`config.mk`:
```
export PLATFORM = sky130hd
export DESIGN_NAME = sd_adc_decimator
export DESIGN_NICKNAME = d
export VERILOG_FILES = /design/src/rtl/sd_adc_decimator.sv
export SDC_FILE = /design/constraint.sdc
export NUM_CORES = 1
export LEC_CHECK = 0
export BUFFER_PORTS_ARGS = -buffer_cell sky130_fd_sc_hd__buf_2
export CORE_MARGIN = 1
export CORE_UTILIZATION = 35
export CTS_BUF_LIST = sky130_fd_sc_hd__clkbuf_16
export DETAILED_ROUTE_END_ITERATION = 16
export GPL_TIMING_DRIVEN = 0
export HOLD_SLACK_MARGIN = 0.03
export SETUP_SLACK_MARGIN = 0.3
export SLEW_MARGIN = 40
export SYNTH_ARGS = -nofsm -noshare
export SYNTH_HDL_FRONTEND = slang
export SYNTH_SLANG_ARGS = --single-unit
export TNS_END_PERCENT = 1
```
`constraint.sdc`:
```
create_clock -name hf_osc -period 2.45 [get_ports hf_osc]
set_input_delay 0.1225 -clock hf_osc [delete_from_list [all_inputs] [get_ports hf_osc]]
set_output_delay 0.1225 -clock hf_osc [all_outputs]
set_load 0.01 [all_outputs]
```
`src/rtl/sd_adc_decimator.sv`:
```
// ----------------------------------------------------------------------------
// sd_adc_decimator
//
// Back end of a first-order sigma-delta converter built around the LVDS input
// comparator. The raw comparator output is synchronised into the hf_osc
// domain and driven straight back out as the 1-bit feedback. That pin is
// RC-filtered and returned to the comparator reference. The number of ones in
// the feedback stream over a 2^OSR_BITS-cycle window is delivered as one
// sample over a valid/ready handshake.
//
// Parameters
//   OSR_BITS       window length is 2^OSR_BITS cycles; also the sample width
//   SETTLE_CYCLES  loop run-in cycles before counting starts (1..65535)
//
// Ports
//   hf_osc        in   clock (6 MHz), all logic on the rising edge
//   rst           in   synchronous active-high reset
//   comp_in       in   raw comparator output, asynchronous to hf_osc
//   enable        in   run the converter while high
//   sample_ready  in   consumer accepts the current sample
//   fb_out        out  registered feedback bit for the RC DAC
//   sample        out  last completed window count (saturated)
//   sample_valid  out  sample holds an unconsumed value
//   overrun       out  sticky: a sample was overwritten before acceptance
//   busy          out  converter is not idle
// ----------------------------------------------------------------------------
module sd_adc_decimator #(
    parameter int OSR_BITS      = 8,
    parameter int SETTLE_CYCLES = 64
) (
    input  logic                hf_osc,
    input  logic                rst,
    input  logic                comp_in,
    input  logic                enable,
    input  logic                sample_ready,
    output logic                fb_out,
    output logic [OSR_BITS-1:0] sample,
    output logic                sample_valid,
    output logic                overrun,
    output logic                busy
);

    localparam logic [1:0] ST_IDLE    = 2'd0;
    localparam logic [1:0] ST_SETTLE  = 2'd1;
    localparam logic [1:0] ST_CONVERT = 2'd2;

    localparam logic [15:0]         SETTLE_LAST = 16'(SETTLE_CYCLES - 1);
    localparam logic [OSR_BITS-1:0] ALL_ONES    = '1;
    localparam logic [OSR_BITS-1:0] WIN_ONE     = OSR_BITS'(1);

    logic                comp_s1_q, comp_s1_d;
    logic                comp_s2_q, comp_s2_d;
    logic [1:0]          state_q, state_d;
    logic [15:0]         settle_cnt_q, settle_cnt_d;
    logic [OSR_BITS:0]   acc_q, acc_d;
    logic [OSR_BITS-1:0] win_cnt_q, win_cnt_d;
    logic                fb_q, fb_d;
    logic [OSR_BITS-1:0] sample_q, sample_d;
    logic                valid_q, valid_d;
    logic                overrun_q, overrun_d;

    logic [OSR_BITS:0]   result;
    logic                win_end;

    always_comb begin
        // NOTE: every signal gets a default before any branch, so no path
        // leaves a combinational output unassigned (which would infer a latch).
        comp_s1_d    = comp_in;
        comp_s2_d    = comp_s1_q;
        state_d      = state_q;
        settle_cnt_d = settle_cnt_q;
        acc_d        = acc_q;
        win_cnt_d    = win_cnt_q;
        sample_d     = sample_q;
        valid_d      = valid_q;
        overrun_d    = overrun_q;

        // The window total includes the feedback bit of the final cycle.
        result  = acc_q + {{OSR_BITS{1'b0}}, fb_q};
        win_end = (state_q == ST_CONVERT) && (win_cnt_q == ALL_ONES);

        case (state_q)
            ST_IDLE: begin
                if (enable) begin
                    state_d = ST_SETTLE;
                end
            end
            ST_SETTLE: begin
                if (settle_cnt_q == SETTLE_LAST) begin
                    state_d      = ST_CONVERT;
                    settle_cnt_d = '0;
                end else begin
                    settle_cnt_d = settle_cnt_q + 16'd1;
                end
            end
            ST_CONVERT: begin
                // win_cnt wraps naturally at the window end.
                win_cnt_d = win_cnt_q + WIN_ONE;
                acc_d     = win_end ? '0 : result;
            end
            default: begin
                state_d = ST_IDLE;
            end
        endcase

        // Dropping enable abandons any partial window from any state.
        if (!enable) begin
            state_d      = ST_IDLE;
            settle_cnt_d = '0;
            acc_d        = '0;
            win_cnt_d    = '0;
        end

        // Feedback runs only while the loop is active and not being shut down.
        fb_d = (state_q != ST_IDLE) && enable ? comp_s2_q : 1'b0;

        // Handshake: acceptance clears valid; a window end (later in this
        // block) takes precedence and reloads it.
        if (valid_q && sample_ready) begin
            valid_d = 1'b0;
        end

        if (win_end) begin
            // Only the all-ones window reaches 2^OSR_BITS; clamp it.
            sample_d = result[OSR_BITS] ? ALL_ONES : result[OSR_BITS-1:0];
            valid_d  = 1'b1;
            if (valid_q && !sample_ready) begin
                overrun_d = 1'b1;
            end
        end
    end

    always_ff @(posedge hf_osc) begin
        // NOTE: state registers use non-blocking assignments so every flop
        // samples the pre-edge value of its neighbours, whatever the order.
        if (rst) begin
            comp_s1_q    <= 1'b0;
            comp_s2_q    <= 1'b0;
            state_q      <= ST_IDLE;
            settle_cnt_q <= '0;
            acc_q        <= '0;
            win_cnt_q    <= '0;
            fb_q         <= 1'b0;
            sample_q     <= '0;
            valid_q      <= 1'b0;
            overrun_q    <= 1'b0;
        end else begin
            comp_s1_q    <= comp_s1_d;
            comp_s2_q    <= comp_s2_d;
            state_q      <= state_d;
            settle_cnt_q <= settle_cnt_d;
            acc_q        <= acc_d;
            win_cnt_q    <= win_cnt_d;
            fb_q         <= fb_d;
            sample_q     <= sample_d;
            valid_q      <= valid_d;
            overrun_q    <= overrun_d;
        end
    end

    assign fb_out       = fb_q;
    assign sample       = sample_q;
    assign sample_valid = valid_q;
    assign overrun      = overrun_q;
    assign busy         = (state_q != ST_IDLE);

endmodule

```
# Word-level counts from Yosys, hierarchy flattened
# Index checks and enable logic that the tools add are counted.
# totals
inputBits	5
ff_bits	48
elab_cells	40
# classes
n_reduce_logical	12
bitwise	3
eq_ne	5
muxes	7
addsub	3
# op_table
operator	count
$add 16x1->16 const B	1
$eq 16x6->1 const B	1
$mux 16	1
$add 9x1->9	1
$mux 9	1
$add 8x1->8 const B	1
$eq 8x8->1 const B	1
$mux 8	1
$pmux 2 s3	1
$logic_and 1x1->1	4
$reduce_and 2->1	2
$reduce_bool 2->1	2
$reduce_or 2->1	2
$not 1->1	3
$eq 2x1->1 const B	1
$eq 2x2->1 const B	1
$logic_not 2->1	1
$mux 1	2
$mux 2	1
$ne 2x2->1 const B	1
$logic_not 1->1	1

# Longest topological paths before layout
# logic_depth
word_depth	4
depth_mapped	6

# Worst setup path before layout
# Ideal clock, no wire load.
# synth_timing
path_kind	reg-to-reg
from	reg fb_q (netlist: fb_out)
to	reg sample_q[7] (netlist: sample[7])
path_slack_ps	619
setup_ps	86
required_time_ps	2364
arrival_ps	1745
period_less_slack_ps	1831
stages_incl_launch_ff	7
cell_sequence	dfxtp_1 ha_1 ha_1 and4_1 a41oi_1 nor3_2 a211oi_1
# synth_via
elab_chain_len	2
# synth_lines
element	line_no	source
start, declared	57	logic fb_q, fb_d;
start signal, assigned	143	fb_q <= 1'b0;
start signal, assigned	154	fb_q <= fb_d;
$add 9x1->9	79	result = acc_q + {{OSR_BITS{1'b0}}, fb_q};
$mux 8	125	sample_d = result[OSR_BITS] ? ALL_ONES : result[OSR_BITS-1:0];
end signal, assigned	155	sample_q <= sample_d;
end, declared	58	logic [OSR_BITS-1:0] sample_q, sample_d;
# No other way between the ends.
# A chain may end at the register's enable or synchronous reset.

# Worst setup path after layout
# Same ends and word-level chain as after synthesis.

==> summary.txt <==
Run status
  – Status: finished, final reports clean

Final layout
  – Post-layout util: 42.5%
  – # nets final: 273
  – Area grow syn2layout: 17.0%
  – Finished Layout Cells: 340
  – Most common cell after layout, fill and taps aside: dfxtp_1
  – Layout cells sized above 1: 14.3%
  – Post-layout instance area: 0.00252 sq mm
  – Fill count: 598
  – Commonest non-fill, non-tap cells in the layout: 48 x dfxtp_1, 35 x nor2_1, 18 x buf_2
  – ANT cells: 0

Clock network
  – Root Buffer Master: clkbuf_16
  – Clock Tree Buf Depth: 2
  – CTS Hold Bufs: 0
  – H-tree levels: 2
  – Num CTS Buffers: 5
  – Clk sinks: 48
  – Resized Gates After CTS: 0
  – Clock Pin Slew Worst Setup and Hold Paths: 70 ps
  – Post-CTS setup buffers: 0
  – CTS tree: done
  – Worst-Skew Late Latency: 290 ps

Power
  – P_int: 1.28 mW
  – PwrDens: 638 mW/mm^2
  – Clock power share: 49.1%
  – Leak Pwr: 0.853 nW
  – Seq pwr share: 49.0%
  – Max IR drop VDD: 0.349 mV
  – Logic pwr share: 1.9%
  – Psw: 0.327 mW
  – Overall power: 1.61 mW
  – Switching part of the total: 20.4%

Synthesis
  – Largest area contributor in the netlist: dfxtp_1
  – Synthesized flop and latch total: 48
  – Top-area cell type share of the netlist area: 44.7%
  – Syn Inst Count: 241
  – Async SR Flop Fraction: 0%
  – Synth cell types: 39
  – Synth Flop Type: dfxtp_1
  – Seq/Total Area, Yosys: 44.7%
  – Syn nets: 250
  – Synth Cell Area: 0.00215 sq mm
  – Synth warn: 0
  – Largest cells by area after synthesis: dfxtp_1 45%, nor2_1 6.1%, xnor2_1 6.1%
  – Post-synth EDFFs: 0
  – Syn_area_per_cell: 8.93 sq um

Critical path
  – CP bufs+invs: 0
  – CP cell instances: ha_1, ha_1, and4_1, a41oi_2, nor3_4, a211oi_1
  – Critical Path AT: 2140 ps
  – Worst Path Required: 2610 ps
  – Setup crit end: sample[7]
  – Worst Setup Start Kind: register
  – R2R Setup Slk: 460 ps
  – Crit Reg-Reg Startpoint: fb_out
  – Reg2Reg Depth: 6
  – FF-to-FF End: sample[7]
  – Critical Path Source: fb_out
  – WS Path Type: reg2reg
  – Crit path max-delay family: simple AND/OR/NAND/NOR gates
  – Crit path largest cell delay: 370 ps
  – Stages on the worst setup path: 6
  – Element type at the critical path end: register
  – Critical path peak fanout: 6
  – Crit-path most repeated cell: ha_1
  – Crit path max-delay cell type: dfxtp_1

Floorplanning
  – Die ar.: 0.00647 sq mm
  – Die Width: 80.4 um
  – Initial core utilization: 36.3%
  – Core area: 0.00592 sq mm
  – Die Y: 80.4 um
  – IO Pins: 17
  – # rows: 28

STA
  – Fin worst setup slack: 461 ps
  – Hold Slack: 42.9 ps
  – Final setup viols: 0
  – Slew @ Worst Pin: 574 ps
  – Max-slew headroom: 61.6%
  – Setup TNS: 0 ps
  – Final hold violation count: 0
  – Final Max Tran Viols: 0
  – Clk_skew: 4.41 ps
  – Fin crit share: 81.2%
  – Final Critical Period: 1990 ps
  – Unrepaired setup endpoints after global routing: yes
  – Max Fclk: 503 MHz

GRT
  – Grt peak-use layer: met2
  – Global-route wire length before repair: 7190 um
  – Overall global routing resource usage: 14.3%
  – Antenna violations before repair: 0
  – Vias in the first global route: 1,616
  – Met2 Resource Use GR: 23.1%
  – Grt total ovfl: 0
  – Met1 Use GR: 17.9%
  – Grt met3 use: 4.55%
  – Largest net degree at the start of global routing: 17

Route
  – WL/cell: 12.3 um
  – Post-route DRC: 0
  – TritonRoute pass-1 iters: 6
  – Vias: 1,721
  – DRT iter0 DRCs: 43
  – Vias per cell: 5.06
  – Post-Route WL: 4170 um
  – Antenna viol nets, final: 0

Job
  – Max Cap Viol: 0

Placement
  – IO buf count: 16
  – Gpl congestion: 0.743
  – Place WS: 337 ps
  – Post-DP HPWL: 2900 um
  – Placed Instance Area: 0.00233 sq mm
  – Placed insts: 332

Min path
  – Worst Hold Class: in2reg
==> power by group through the flow <==
stage	Clock, mW	Combinational [mW]	Sequential, mW
finish	0.789	0.0306	0.786
global route	0.834	0.0349	0.786
detailed placement	0	0.0310	0.804
CTS	0.808	0.0312	0.786
floorplan	0	0.0197	0.803
global placement	0	0.0307	0.804
==> metal layers <==
metal | vias up | share of wire, %
li1 | 906 | -
met1 | 789 | 52
met2 | 24 | 44
met3 | 2 | 3.4
met4 | 0 | 0.36
met5 | - | 0
==> how the worst min path moves through the flow <==
| stage | startpoint | to | depth (start not counted) |
|---|---|---|---|
| 2_1_floorplan | rst | comp_s1_q | 1 |
| 3_3_place_gp | rst | comp_s2_q | 2 |
| 3_5_place_dp | comp_in | comp_s1_q | 2 |
| 4_1_cts | comp_in | comp_s1_q | 2 |
| 5_1_grt | comp_in | comp_s1_q | 2 |
| 6_report | comp_in | comp_s1_q | 2 |
==> layout make-up <==
cell class / instances / area (sq um) / area share [%]
Buffer: 8 / 40.0 / 1.59
Clock buffer: 5 / 125 / 4.97
Clock inverter: 3 / 46.3 / 1.84
Inverter: 6 / 22.5 / 0.895
Multi-Input combinational cell: 179 / 1150 / 45.6
Sequential cell: 48 / 961 / 38.2
Tap cell: 75 / 93.8 / 3.73
Timing Repair Buffer: 16 / 80.1 / 3.18
==> registers in the layout (all words and copies together) (netlist names) <==
register / cells
acc_q: 9
sample: 8
win_cnt_q: 8
comp_s2_q: 1
state_q: 2
overrun: 1
comp_s1_q: 1
sample_valid: 1
settle_cnt_q: 16
fb_out: 1
==> synth_stat cells (6+ instances only) <==
master	n
a21oi_1	7
a31oi_1	6
dfxtp_1	48
inv_1	6
nand2_1	12
nand3_1	14
nand4_1	7
nor2_1	35
nor3_1	11
nor4_1	9
o21ai_0	7
xnor2_1	15
xor2_1	9
==> logic make-up (layout without fill, tap and decap cells) <==
kind of cell    after synthesis  in the layout  share of synthesized area, %
simple gates                118            118                          30.3
mux                           1              1                         0.465
xor+xnor                     24             24                          9.77
fa+ha+maj                     4              4                          2.33
flops                        48             48                          44.7
compound gates               32             32                          9.54
buf+inv                      14             38                          2.91
(Power assumes the default switching activity.)
